--- config.mk ---
export PLATFORM = sky130hd
export DESIGN_NAME = cola_comandos_flat
export DESIGN_NICKNAME = d
export VERILOG_FILES = /design/src/rtl/cola_comandos_if.sv /design/src/rtl/cola_comandos.sv /design/src/flat_wrapper.sv
export SDC_FILE = /design/constraint.sdc
export NUM_CORES = 1
export LEC_CHECK = 0
export BUFFER_PORTS_ARGS = -buffer_cell sky130_fd_sc_hd__buf_2
export CORE_ASPECT_RATIO = 0.9
export CORE_MARGIN = 1.5
export CORE_UTILIZATION = 40
export CTS_CLUSTER_DIAMETER = 60
export DETAILED_ROUTE_END_ITERATION = 12
export GPL_TIMING_DRIVEN = 0
export SYNTH_ARGS = -nofsm -noshare
export SYNTH_HDL_FRONTEND = slang
export SYNTH_SLANG_ARGS = --single-unit
export TNS_END_PERCENT = 100
--- constraint.sdc ---
create_clock -name clk -period 2.1 [get_ports clk]
set_input_delay 0.21 -clock clk [delete_from_list [all_inputs] [get_ports clk]]
set_output_delay 0.21 -clock clk [all_outputs]
set_load 0.02 [all_outputs]
--- src/rtl/cola_comandos_if.sv ---
// Handshake bundle between the button decoder (master) and the command queue (slave).
// Carries push/pop strobes, the command payload and the queue status flags.
interface cola_comandos_if #(
  parameter int CMD_W = 3,
  parameter int DEPTH = 6
);
  localparam int CNT_W = $clog2(DEPTH + 1);

  logic             push;
  logic [CMD_W-1:0] cmd_in;
  logic             pop;
  logic [CMD_W-1:0] cmd_out;
  logic             cmd_valid;
  logic [CNT_W-1:0] count;
  logic             full;
  logic             empty;
  logic             drop;

  modport master (
    output push, cmd_in, pop,
    input  cmd_out, cmd_valid, count, full, empty, drop
  );

  modport slave (
    input  push, cmd_in, pop,
    output cmd_out, cmd_valid, count, full, empty, drop
  );
endinterface

--- src/rtl/cola_comandos.sv ---
// Direction-command FIFO feeding the snake movement FSM; rejects duplicates and overflow.
// Define REJECT_OPPOSITE_EN to also reject a command that reverses the last accepted one.
module cola_comandos #(
  parameter int CMD_W = 3,
  parameter int DEPTH = 6
) (
  input logic             clk,
  input logic             rst,
  cola_comandos_if.slave  bus
);
  localparam int PTR_W = (DEPTH > 1) ? $clog2(DEPTH) : 1;
  localparam int CNT_W = $clog2(DEPTH + 1);

  typedef logic [CMD_W-1:0] cmd_t;
  typedef logic [PTR_W-1:0] ptr_t;
  typedef logic [CNT_W-1:0] cnt_t;

  cmd_t             buffer [DEPTH];
  logic [DEPTH-1:0] valid_q;
  ptr_t             wr_ptr;
  ptr_t             rd_ptr;
  cnt_t             count_q;
  cmd_t             cmd_out_q;
  logic             cmd_valid_q;
  logic             drop_q;
  logic             full_q;
  logic             empty_q;

  logic             do_pop;
  logic             dup;
  logic             opp;
  logic             accept;
  logic             drop_next;
  cnt_t             count_next;
  logic [DEPTH-1:0] valid_next;

  function automatic ptr_t next_ptr(input ptr_t p);
    if (p == ptr_t'(DEPTH - 1)) return '0;
    return p + ptr_t'(1);
  endfunction

`ifdef REJECT_OPPOSITE_EN
  cmd_t last_acc;

  // Up/down and left/right pairs; codes 0 and >=5 have no reverse.
  function automatic int opposite(input int c);
    case (c)
      1:       return 2;
      2:       return 1;
      3:       return 4;
      4:       return 3;
      default: return 0;
    endcase
  endfunction

  always_comb begin
    opp = (last_acc != '0) && (int'(bus.cmd_in) == opposite(int'(last_acc)));
  end

  always_ff @(posedge clk or negedge rst) begin
    if (!rst)        last_acc <= '0;
    else if (accept) last_acc <= bus.cmd_in;
  end
`else
  always_comb begin
    opp = 1'b0;
  end
`endif

  // NOTE: every always_comb output gets a default first so no path can infer a latch.
  always_comb begin
    do_pop = bus.pop && !empty_q;

    // Duplicate check covers every held entry, including the head leaving this cycle.
    dup = 1'b0;
    for (int i = 0; i < DEPTH; i++) begin
      if (valid_q[i] && (buffer[i] == bus.cmd_in)) dup = 1'b1;
    end

    accept    = bus.push && (bus.cmd_in != '0) && (!full_q || bus.pop) && !dup && !opp;
    drop_next = bus.push && (bus.cmd_in != '0) && !accept;

    count_next = count_q + cnt_t'(accept) - cnt_t'(do_pop);

    // Clear before set: when full, push and pop share one slot.
    valid_next = valid_q;
    if (do_pop) valid_next[rd_ptr] = 1'b0;
    if (accept) valid_next[wr_ptr] = 1'b1;
  end

  // NOTE: storage has no reset; valid_q alone decides which slots hold live commands.
  always_ff @(posedge clk) begin
    if (accept) buffer[wr_ptr] <= bus.cmd_in;
  end

  // NOTE: sequential state uses non-blocking assignments so the pop reads the pre-edge head.
  always_ff @(posedge clk or negedge rst) begin
    if (!rst) begin
      valid_q     <= '0;
      wr_ptr      <= '0;
      rd_ptr      <= '0;
      count_q     <= '0;
      cmd_out_q   <= '0;
      cmd_valid_q <= 1'b0;
      drop_q      <= 1'b0;
      full_q      <= 1'b0;
      empty_q     <= 1'b1;
    end else begin
      valid_q     <= valid_next;
      count_q     <= count_next;
      full_q      <= (count_next == cnt_t'(DEPTH));
      empty_q     <= (count_next == '0);
      drop_q      <= drop_next;
      cmd_valid_q <= do_pop;
      if (accept) wr_ptr <= next_ptr(wr_ptr);
      if (do_pop) rd_ptr <= next_ptr(rd_ptr);
      if (bus.pop) cmd_out_q <= do_pop ? buffer[rd_ptr] : '0;
    end
  end

  assign bus.cmd_out   = cmd_out_q;
  assign bus.cmd_valid = cmd_valid_q;
  assign bus.count     = count_q;
  assign bus.full      = full_q;
  assign bus.empty     = empty_q;
  assign bus.drop      = drop_q;
endmodule
--- src/flat_wrapper.sv ---
// flat-port wrapper written by rule: the top's interface ports become plain ports
module cola_comandos_flat 
#(
  parameter int CMD_W = 3,
  parameter int DEPTH = 6
)
  (clk, rst, bus_push, bus_cmd_in, bus_pop, bus_cmd_out, bus_cmd_valid, bus_count, bus_full, bus_empty, bus_drop);
  cola_comandos_if #(.CMD_W(CMD_W), .DEPTH(DEPTH)) bus_i ();
  input logic clk;
  input logic rst;
  input wire logic [$bits(bus_i.push)-1:0] bus_push;
  input wire logic [$bits(bus_i.cmd_in)-1:0] bus_cmd_in;
  input wire logic [$bits(bus_i.pop)-1:0] bus_pop;
  output wire logic [$bits(bus_i.cmd_out)-1:0] bus_cmd_out;
  output wire logic [$bits(bus_i.cmd_valid)-1:0] bus_cmd_valid;
  output wire logic [$bits(bus_i.count)-1:0] bus_count;
  output wire logic [$bits(bus_i.full)-1:0] bus_full;
  output wire logic [$bits(bus_i.empty)-1:0] bus_empty;
  output wire logic [$bits(bus_i.drop)-1:0] bus_drop;
  assign bus_i.push = bus_push;
  assign bus_i.cmd_in = bus_cmd_in;
  assign bus_i.pop = bus_pop;
  assign bus_cmd_out = bus_i.cmd_out;
  assign bus_cmd_valid = bus_i.cmd_valid;
  assign bus_count = bus_i.count;
  assign bus_full = bus_i.full;
  assign bus_empty = bus_i.empty;
  assign bus_drop = bus_i.drop;
  cola_comandos #(.CMD_W(CMD_W), .DEPTH(DEPTH)) u_core (.clk(clk), .rst(rst), .bus(bus_i));
endmodule
**After elaboration in Yosys (flattened, before gate mapping)**

Memory sizes are Yosys's and may differ from the RTL's.
Index checks and enable logic that the tools add are counted.

- Bitwise operators: 3
- Shifts and indexed selects: 0
- $lt $le $gt $ge: 4
- Reductions and logical operators: 20
- Multiply operators: 0
- Eq/ne operators: 9
- Divide/modulo/power cells: 0
- Muxes and demuxes: 23
- $add $sub $neg: 4

Operators with widths:

| cell | number |
|---|---|
| == test 3 bit | 6 |
| two-way mux 3 bit | 5 |
| two-way mux 1 bit | 14 |
| logical AND 1 bit | 13 |
| two-way mux 6 bit | 2 |
| == test 3 bit (second input constant) | 3 |
| < comparator 3 x 4 -> 1 bit (second input constant) | 2 |
| adder 3 x 1 -> 3 bit (second input constant) | 2 |
| bitwise AND 6 bit | 1 |
| demux 1 bit (select 3 bit) | 2 |
| greater-or-equal comparator 3 x 1 -> 1 bit (second input constant) | 2 |
| NOT 6 bit | 1 |
| bitwise OR 6 bit | 1 |
| logical NOT 1 bit | 4 |
| adder 3 x 1 -> 3 bit | 1 |
| logical NOT 3 bit | 1 |
| nonzero test 3 bit | 1 |
| subtractor 3 x 1 -> 3 bit | 1 |
| logical OR 1 bit | 1 |

- Output and inout port bits: 10
- Memory bits (writable): 18
- Input bits: 7
- Memory bits (read-only): 0
- Memories: 1
- Register bits: 22
- Logic and storage cells: 73
- Latch bits: 0

Memory list:

| memory | depth | bits a word | rd ports | clocked after memory_dff | wr ports | line | text |
|---|---|---|---|---|---|---|---|
| u_core.buffer | 6 | 3 | 7 | 0 | 1 | cola_comandos.sv:18 | `cmd_t buffer [DEPTH];` |

**Depth between registers and ports, before layout**

Gate-level depths: netlist (run 1).
An unclocked memory read counts as a cell.

- Depth in word-level cells: 14
- Mapped depth: 10
- Depth with buffers taken out: 9

**Worst setup path before layout (run 1)**

OpenSTA, ideal clock, no wires.

- Path type: register -> register
- Start: reg u_core.empty_q, in the netlist u_core.bus.empty
- End: reg u_core.full_q, in the netlist u_core.bus.full
- Setup slack: -196 ps
- Buffers on the path: 0
- Stages on the path, launching flop included: 10
- Setup time: 120 ps
- Data arrival time: 2,177 ps
- Cells stage by stage: dfstp_2 > nand2b_1 > inv_1 > ha_1 > inv_1 > ha_1 > fa_1 > xnor2_1 > xnor2_1 > and3b_1

- Cells in the longest elaborated chain, start to end: 4

RTL lines:

| item | line | text |
|---|---|---|
| from (decl) | cola_comandos.sv:27 | `logic empty_q;` |
| from (signal assigned) | cola_comandos.sv:112 | `empty_q <= (count_next == '0);` |
| logical NOT 1 bit | cola_comandos.sv:72 | `do_pop = bus.pop && !empty_q;` |
| logical AND 1 bit | cola_comandos.sv:72 |  |
| via u_core.do_pop | cola_comandos.sv:29 | `logic do_pop;` |
| subtractor 3 x 1 -> 3 bit | cola_comandos.sv:83 | `count_next = count_q + cnt_t'(accept) - cnt_t'(do_pop);` |
| via u_core.count_next[2] | cola_comandos.sv:34 | `cnt_t count_next;` |
| == test 3 bit | cola_comandos.sv:111 | `full_q <= (count_next == cnt_t'(DEPTH));` |
| to (signal assigned) | cola_comandos.sv:111 |  |
| to (decl) | cola_comandos.sv:26 | `logic full_q;` |

The timed path passes the listed nets, and every way through them passes these cells.
A chain may end at the register's enable or synchronous reset.

==> results of run 1 <==
## final timing paths
kind | cells after the start | slack, ns | end
max in group asynchronous | 2 | 1.34 | u_core.bus.empty$_DFF_PN1_
worst max-delay path | 9 | -0.08 | u_core.bus.full$_DFF_PN0_
worst min-delay path | 1 | 0.22 | u_core.buffer[1][0]$_DFFE_PP_
worst max register to register | 9 | -0.08 | u_core.bus.full$_DFF_PN0_
min in group asynchronous | 2 | 0.41 | u_core.bus.drop$_DFF_PN0_
worst min register to register | 1 | 0.51 | u_core.valid_q[3]$_DFF_PN0_
## area by class of cell
class                      count  area (um2)  area share, %
sequential                    46        1270           49.8
multi-input combinational     97         880           34.4
timing repair buffer          22         128           4.99
tap                           67        83.8           3.28
clock buffer                   7        76.3           2.99
buffer                         6        46.3           1.81
inverter                      10        40.0           1.57
clock inverter                 1        30.0           1.17
## worst register-to-register path: stages (launching register included)
cell and delay [ns]:
edfxtp_1 0.45, xnor2_2 0.17, nand4_1 0.20, o2111ai_4 0.16
nor3_4 0.08, ha_4 0.17, fa_2 0.36, xnor2_2 0.16
xnor2_2 0.14, and3b_1 0.17
## kinds of logic after synthesis
family / after synthesis
buffers and inverters: 16
flip-flops: 46
adder cells (fa/ha/maj): 3
AO/OA/AOI/OAI: 14
multiplexers: 8
AND/OR/NAND/NOR: 50
XOR/XNOR: 22
## power by group
part | total, mW | switching [mW] | leakage, nW | internal, mW
clock network | 0.630 | 0.274 | 0.0524 | 0.356
registers | 1.38 | 0.170 | 0.484 | 1.21
logic | 1.36 | 0.734 | 0.475 | 0.624
## cells in the mapped netlist, types with 2 or more instances
cell	n	area [um2]
edfxtp_1	24	721
dfrtp_1	21	526
buf_6	3	33.8
o21ai_0	2	10.0
nand3b_1	3	22.5
nand3_1	7	35.0
inv_1	9	33.8
mux2i_1	2	20.0
mux2_4	2	30.0
a32o_1	3	30.0
nand4_1	6	37.5
and2_2	3	22.5
ha_1	2	25.0
nor2_1	5	18.8
a21oi_1	2	10.0
o22ai_1	3	18.8
a22o_2	3	30.0
and3b_1	2	17.5
xnor2_1	22	193
mux4_2	4	90.1
and3_1	4	25.0
nand2_1	10	37.5
## repair_timing
action / 4_1_cts / 5_1_grt
pin swaps: 3 / 1
endpoints found under the setup margin: 7 / 15
setup buffers: 2 / 3
resized for setup: 2 / 1
hold buffers: 1 / 0
endpoints found under the hold margin: 21 / 0
## per-stage QoR
stage	utilization, %	setup TNS, ns	setup slack [ns]	instance area [um2]
3_5_place_dp	45.6	-2.07	-0.351	2380
4_1_cts	48.4	-0.0652	-0.0652	2530
6_report	48.9	-0.0836	-0.0768	2560
2_1_floorplan	-	-0.0568	-0.0568	2220
3_3_place_gp	45.6	-1.80	-0.338	2380
5_1_grt	48.9	-0.312	-0.180	2560
## flip-flops by register name (all words and copies together), names as in the netlist
name / flops
u_core.bus.drop: 1
u_core.bus.cmd_out: 3
u_core.bus.cmd_valid: 1
u_core.bus.full: 1
u_core.rd_ptr: 3
u_core.bus.count: 3
u_core.valid_q: 6
u_core.wr_ptr: 3
u_core.buffer: 24
u_core.bus.empty: 1
## layer usage
metal / GRT usage [%] / vias to the layer above / wire (um)
li1: - / 634 / -
met2: 25.6 / 46 / 2090
met5: 0 / - / 0
met3: 3.38 / 7 / 262
met1: 23.4 / 674 / 1990
met4: 5.56 / 0 / 72
==> flow_summary.yaml, run 1 <==
critical_path:
  start_kind: "register"
  crit_chain: "xnor2_2 -> nand4_1 -> o2111ai_4 -> nor3_4 -> ha_4 -> fa_2 -> xnor2_2 -> xnor2_2 -> and3b_1"
  rr_startpoint: "u_core.buffer[5][0]$_DFFE_PP_"
  crit_start: "u_core.buffer[5][0]$_DFFE_PP_"
  crit_buf_inv: 0
  worstPathRequired_ns: 2.28
  endpoint_kind: "register"
  cpMostUsedCell: "xnor2_2"
  slowest_delay_ns: 0.45
  arrival_ns: 2.36
  critical_path.top_delay_family: "adder cells"
  crit_slowest_cell: "edfxtp_1"
  cp_max_fo: 3
  worstSetupPathType: "register to register"
layout:
  layout_common_cells: "24 x edfxtp_1, 21 x dfrtp_1, 19 x xnor2_1"
  fin_cells: 256
  n_antenna_cell: 0
  layout.nets: 198
  syn2layout_area_growth_pct: 18.8
  mostFrequentLayoutCell: "edfxtp_1"
  drive_above_1_share_pct: 31.7
  num-fill-cells: 464
pwr:
  power_mw: 3.37
  ir_drop_v: 0.000580
  power_density_nw_per_um2: 1320
  cellLeakagePower_nw: 1.01
logic_synthesis:
  synth-simple-area-share_pct: 14.1
  synth_fp_nets: 169
  synth-seq-cells: 46
  synthCells: 159
  synth_ff_type: "edfxtp_1"
  synth_area_um2: 2150
  synth_edf_count: 24
  synth_mux_area_share_pct: 6.51
  synth-xor-area-share_pct: 8.95
  ys_types: 39
  ys_seq_area_share_pct: 59.1
  async_flop_share_pct: 47.8
  synth-compound-area-share_pct: 5.29
  syn_avg_cell_area_um2: 13.5
  synthAdderAreaFrac_pct: 2.09
  yosysWarnings: 0
  synth_top_family_by_area: "simple AND/OR/NAND/NOR gates"
clock_network:
  cts_buffers: 5
  clk_pin_slew_ns: 0.08
  cts.sinks: 46
  cts_tree: "yes"
  clk_latency_ns: 0.29
  cts_root_buffer: "clkbuf_8"
  cts_buffer_depth: 2
  htreeDepth: 2
grt:
  antenna_found_initial: 0
  grt_pass1_vias: 1334
  grt_pass1_wl_mm: 7.02
  grt_max_degree: 23
  grt-ovfl-total: 0
  grt_util_all_layers_pct: 16.5
timing:
  worstMarginPinSlew_ns: 0.481
  setup_slack_ns: -0.0768
  fmax_mhz: 459
  period_share_pct: 104
  period_needed_ns: 2.18
  rsz0062_at_grt: "true"
  slew_headroom_pct: 68.0
  fin_skew_ns: 0.00542
  hold_ws_ns: 0.217
  drv_slew: 0
  hold_viol: 0
  setup_viol: 2
placement:
  io_buffers: 16
  place_inst: 242
  gp_congestion: 0.902
  dp_hpwl_mm: 3.27
die:
  rows: 25
  initial_core_util_pct: 41.2
  core-area_um2: 5220
  die_y_um: 72.6
  ios: 17
  die_w_um: 80.3
  dieArea_um2: 5830
run_status:
  failed_checks: "negative setup slack"
  status: "finished with violations"
min_path:
  hp-start: "bus_cmd_in[0]"
  hold_class: "input pin to register"
routing:
  first_pass_iters: 4
  drtIter0Drc: 129
  vias: 1361
  viasPerCell: 5.32
  wl_mm: 4.42
  ant_nets: 0
  wire_per_inst_um: 17.3
  drcViolationCount: 0
run:
  maxCapViolCount: 0
No activity file was read; power rests on OpenSTA's default activity.
==> inputs of run 2 (changes only) <==
ABC_AREA = 1   (was not set)
==> run 2 against run 1 <==
The run still ends with negative setup slack left. Cell area is 6.8% higher. Clock-buffer cell count shrank 1. Sequential power shrank 4%. Register-to-register slack improved by 0.04 ns. Critical path depth increased by 5. First-iteration DRC count shrank 29%. Critical endpoint unchanged. Largest power group is now combinational cells.
==> flow_summary.yaml, run 2 <==
min_path:
  hold_class: "input pin to register"
logic_synthesis:
  synth-compound-area-share_pct: 6.45
  synth-xor-area-share_pct: 0.759
  ys_top_cells_by_count: "89 x nand2_1, 34 x inv_1, 33 x nor2_1"
  synth_mux_area_share_pct: 0
  synth_fp_nets: 286
  synth_area_um2: 2310
  synth_area_leaders: "edfxtp_1 31%, dfrtp_1 23%, nand2_1 14%, inv_1 5.5%, nor2_1 5.4%"
  yosysTopAreaCellShare_pct: 31.2
  synthAdderAreaFrac_pct: 1.95
  synth_edf_count: 24
  synth_top_family_by_area: "simple AND/OR/NAND/NOR gates"
  synth-seq-cells: 46
  yosysWarnings: 0
  async_flop_share_pct: 47.8
  syn_avg_cell_area_um2: 8.36
  synth_ff_type: "edfxtp_1"
  yosys.area.top_type: "edfxtp_1"
  synthCells: 276
  yosysMostFrequentCell: "nand2_1"
  ys_seq_area_share_pct: 55.2
  synth-simple-area-share_pct: 27.8
  ys_types: 31
routing:
  topRoutingLayerUsed: "met4"
  drcViolationCount: 0
  viasPerCell: 4.86
  wl_met3_um: 151
  ant_nets: 0
  drtIter0Drc: 92
  wl_mm: 5.13
  vias: 1853
  met1_length_mm: 2.48
  wire_per_inst_um: 13.5
  met2_wirelength_mm: 2.43
  first_pass_iters: 4
die:
  die_w_um: 83.1
  rows: 26
  core-area_um2: 5630
  die_y_um: 75.1
  dieArea_um2: 6230
  initial_core_util_pct: 41.0
  ios: 17
pwr:
  cellLeakagePower_nw: 1.34
  ir_drop_v: 0.000759
  power_density_nw_per_um2: 1230
  power_mw: 3.35
layout:
  reg.largest.list: "u_core.buffer x24, u_core.valid_q x6"
  mostFrequentLayoutCell: "nand2_1"
  n_antenna_cell: 0
  syn2layout_area_growth_pct: 18.3
  num-fill-cells: 561
  top_register: "u_core.buffer"
  layout.nets: 320
  drive_above_1_share_pct: 19.3
  layout_common_cells: "86 x nand2_1, 33 x nor2_1, 32 x inv_1"
  largest_reg_flops: 24
timing:
  setup_slack_ns: -0.0328
  period_needed_ns: 2.13
  period_share_pct: 102
  fmax_mhz: 469
  setup_viol: 1
  setup_tns_ns: -0.0328
  slew_headroom_pct: 65.2
  drv_slew: 0
  hold_viol: 0
  hold_ws_ns: 0.170
  worstMarginPinSlew_ns: 0.523
  rsz0062_at_grt: "true"
  fin_skew_ns: 0.0136
critical_path:
  cp_max_fo: 3
  endpoint_kind: "register"
  arrival_ns: 2.37
  worstSetupPathType: "register to register"
  start_kind: "register"
  worstPathRequired_ns: 2.34
grt:
  grt_pass1_wl_mm: 8.35
  grt_util_all_layers_pct: 17.9
  grt-ovfl-total: 0
  grt_pass1_vias: 1736
  antenna_found_initial: 0
  grt_max_degree: 23
clock_network:
  htreeDepth: 2
  clk_latency_ns: 0.30
  cts_tree: "yes"
  cts_root_buffer: "clkbuf_8"
  cts_buffer_depth: 2
  cts.sinks: 46
  cts_buffers: 5
  clk_pin_slew_ns: 0.09
placement:
  gp_congestion: 0.814
  dp_hpwl_mm: 3.73
  io_buffers: 16
run:
  maxCapViolCount: 0
run_status:
  status: "finished with violations"
  failed_checks: "negative setup slack"
[run 2: critical path: stages (launching register included)]
cell and delay (ns):
edfxtp_1 0.42, nand2_1 0.09, nand2_1 0.06, nor2_1 0.10, nand2_1 0.08, nand2_2 0.11
nor2_8 0.06, nand2_4 0.07, inv_4 0.04, ha_4 0.14, fa_2 0.34, xnor2_2 0.17
xor2_2 0.20, nand2_1 0.08, nor2_1 0.09
[run 2: metrics by stage]
step           setup WS (ns)  cell area, um2  cells  util [%]
6_report             -0.0328            2730    381      48.5
5_1_grt               -0.210            2730    381      48.5
3_5_place_dp          -0.501            2520    362      44.8
2_1_floorplan        -0.0469            2350    276         -
3_3_place_gp          -0.442            2520    362      44.8
4_1_cts              -0.0151            2720    380      48.4
[run 2: kinds of logic (layout without fill, tap and decap cells)]
family | Yosys count | count (layout)
compound gates | 25 | 25
xor+xnor | 2 | 2
fa+ha+maj | 3 | 3
buf+inv | 48 | 83
flops | 46 | 46
simple gates | 152 | 152
[run 2: cell type report]
cell class	instances	area, um2	share of cell area (%)
well taps	70	87.6	3.21
flip-flops and latches	46	1270	46.6
repair buffers	27	165	6.05
clock inverters	2	37.5	1.37
inverters	44	170	6.23
clock buffers	6	72.6	2.66
multi-input cells	182	908	33.3
plain buffers	4	16.3	0.596
[run 2: final timing paths]
path                                                    start                                 to  slack [ns]  cells after the start
max in group asynchronous                                 rst        u_core.valid_q[1]$_DFF_PN0_        1.32                      2
worst min register to register    u_core.valid_q[3]$_DFF_PN0_        u_core.valid_q[3]$_DFF_PN0_        0.50                      2
min in group asynchronous                                 rst  u_core.bus.cmd_out[1]$_DFFE_PN0P_        0.42                      2
worst min-delay path                                 bus_push          u_core.bus.drop$_DFF_PN0_        0.17                      3
worst max register to register  u_core.buffer[2][2]$_DFFE_PP_          u_core.bus.full$_DFF_PN0_       -0.03                     14
worst max-delay path            u_core.buffer[2][2]$_DFFE_PP_          u_core.bus.full$_DFF_PN0_       -0.03                     14
[run 2: timing repair]
action                                  in CTS  in global routing
pin swaps                                   13                  1
endpoints found under the setup margin       3                  3
endpoints found under the hold margin       21                  0
hold buffers                                 1                  0
buffers inserted                             9                  1
gates resized for setup                      4                  0
[run 2: layer usage]
layer	track usage, %	vias up
met5	0	-
li1	-	942
met1	23.6	879
met2	30.3	23
met4	5.00	0
met3	4.17	9
[run 2: where the power goes]
part	switching [mW]	total [mW]	internal [mW]
registers	0.142	1.33	1.19
clock network	0.302	0.657	0.355
logic	0.840	1.36	0.521
total	1.28	3.35	2.06
==> inputs of run 3 (changes only) <==
--- a/config.mk
+++ b/config.mk
@@ -12,2 +12,3 @@
 export CORE_UTILIZATION = 40
+export CTS_BUF_LIST = sky130_fd_sc_hd__clkbuf_4 sky130_fd_sc_hd__clkbuf_8 sky130_fd_sc_hd__clkbuf_16
 export CTS_CLUSTER_DIAMETER = 60
==> constraint.sdc (replaced) <==
create_clock -name clk -period 2.72 [get_ports clk]
set_input_delay 0.136 -clock clk [delete_from_list [all_inputs] [get_ports clk]]
set_output_delay 0.136 -clock clk [all_outputs]
set_load 0.02 [all_outputs]
==> run 3 against run 2 <==
The flow now finishes without violations. Sequential share of layout area increased by 2.4 points. Routed wire length decreased by 1.2%. First-iteration DRC count increased by 57%. Maximum frequency decreased by 8.8%. Critical endpoint unchanged. Clock skew decreased by 0.0067 ns. Critical path depth decreased by 3. Flip-flop and latch count unchanged. Die area unchanged. Worst setup slack improved by 0.41 ns. Sequential power decreased by 23%. Highest routed layer unchanged.
==> flow_summary.yaml, run 3 (synthesis results as in run 2) <==
run_status:
  status: "finished, final reports clean"
critical_path:
  endpoint_kind: "register"
  arrival_ns: 2.58
  start_kind: "register"
  worstPathRequired_ns: 2.96
  reg2regPathDepth: 11
  crit_slowest_cell: "dfstp_2"
  worstSetupPathType: "register to register"
  crit_chain: "inv_1 -> nand2_1 -> inv_2 -> ha_1 -> inv_1 -> ha_1 -> fa_1 -> xnor2_1 -> xor2_1 -> nand2_1 -> nor2_1"
  crit_buf_inv: 3
  critical_path.top_delay_family: "adder cells"
  cp_max_fo: 7
  slowest_delay_ns: 0.53
  cp.depth: 11
clock_network:
  ctsHoldBuffers: 1
  cts.sinks: 46
  clk_pin_slew_ns: 0.09
  cts_buffers: 5
  htreeDepth: 2
  cts_buffer_depth: 2
  post_cts_resized: 0
  cts_tree: "yes"
  cts_root_buffer: "clkbuf_8"
  cts_setup_buffers: 0
  clk_latency_ns: 0.30
layout:
  syn2layout_area_growth_pct: 12.6
  regArea_um2: 1270
  post-route-cell-area_um2: 2600
  largest_reg_flops: 24
  reg.largest.list: "u_core.buffer x24, u_core.valid_q x6"
  top_register: "u_core.buffer"
  layout_common_cells: "89 x nand2_1, 34 x inv_1, 33 x nor2_1"
  num-fill-cells: 551
  n_antenna_cell: 0
  multi_input_comb_area_um2: 853
  mostFrequentLayoutCell: "nand2_1"
  layout.nets: 310
  drive_above_1_share_pct: 13.6
timing:
  setup_viol: 0
  fmax_mhz: 428
  setup_tns_ns: 0
  fin_skew_ns: 0.00686
  drv_slew: 0
  rsz0062_at_grt: "false"
  hold_viol: 0
  period_needed_ns: 2.34
  period_share_pct: 86.0
  hold_ws_ns: 0.0929
  slew_headroom_pct: 64.5
  worstMarginPinSlew_ns: 0.533
routing:
  drcViolationCount: 0
  drtIter0Drc: 144
  wl_mm: 5.07
  viasPerCell: 4.79
  ant_nets: 0
  first_pass_iters: 4
  vias: 1777
  wire_per_inst_um: 13.7
placement:
  gp_congestion: 0.818
  place_area_um2: 2470
  io_buffers: 16
  dp_hpwl_mm: 3.79
min_path:
  hold_class: "input pin to register"
  min_delay_path_depth: 3
die:
  ios: 17
  dieArea_um2: 6230
  initial_core_util_pct: 41.0
  rows: 26
  die_w_um: 83.1
  core-area_um2: 5630
  die_y_um: 75.1
pwr:
  cellLeakagePower_nw: 1.29
  power_density_nw_per_um2: 938
  ir_drop_v: 0.000555
grt:
  antenna_found_initial: 0
  grt_pass1_wl_mm: 8.51
  grt-ovfl-total: 0
  grt_max_degree: 23
  grt_util_all_layers_pct: 18.1
  grt_pass1_vias: 1707
run:
  maxCapViolCount: 0
## run 3: cell types whose count changed in the layout (fill, tap and decap cells not counted), sizes merged
cell / previous run / this run
inv: 44 / 45
clkinvlp: 1 / 0
buf: 27 / 17
## run 3: final cells by class
cell class | count | share of cell area [%]
sequential | 46 | 49.0
tap | 70 | 3.37
clock buffer | 6 | 2.94
inverter | 44 | 6.36
buffer | 4 | 0.626
timing repair buffer | 17 | 3.47
multi-input combinational | 182 | 32.9
clock inverter | 2 | 1.40
## run 3: worst reg2reg max path, delay by kind of cell, from the launching register on
family	cells	cell delay, ns
xor+xnor	2	0.41
fa+ha+maj	3	0.85
buf+inv	3	0.19
flops	1	0.53
simple gates	3	0.30
## run 3: worst paths after layout
check,start,slack [ns],to
worst max-delay path,u_core.bus.empty$_DFF_PN1_,0.38,u_core.bus.full$_DFF_PN0_
worst min-delay path,bus_push,0.09,u_core.bus.drop$_DFF_PN0_
worst max register to register,u_core.bus.empty$_DFF_PN1_,0.38,u_core.bus.full$_DFF_PN0_
worst min register to register,u_core.valid_q[1]$_DFF_PN0_,0.49,u_core.valid_q[1]$_DFF_PN0_
max in group asynchronous,rst,2.02,u_core.valid_q[1]$_DFF_PN0_
min in group asynchronous,rst,0.34,u_core.bus.count[2]$_DFF_PN0_
## run 3: routing by layer
| metal | part of all wire (%) | vias up | track usage (%) | wire (um) |
|---|---|---|---|---|
| met5 | 0 | - | 0 | 0 |
| met4 | 0.99 | 0 | 5.00 | 50 |
| met3 | 4.4 | 4 | 3.95 | 223 |
| met2 | 47 | 43 | 30.4 | 2380 |
| met1 | 48 | 810 | 24.3 | 2420 |
| li1 | - | 920 | - | - |
## run 3: per-stage QoR
| step | setup slack [ns] | util [%] | power (mW) | std cells |
|---|---|---|---|---|
| finish | 0.382 | 46.2 | 2.44 | 371 |
| floorplan | 0.496 | - | 1.69 | 276 |
| CTS | 0.342 | 46.2 | 2.45 | 371 |
| global placement | 0.252 | 44.0 | 1.91 | 362 |
| global route | 0.138 | 46.2 | 2.63 | 371 |
| detailed placement | 0.184 | 44.0 | 1.93 | 362 |
## run 3: power breakdown
part / switching, mW / total, mW / internal (mW)
clock network: 0.231 / 0.516 / 0.285
registers: 0.107 / 1.02 / 0.917
logic: 0.592 / 0.896 / 0.303
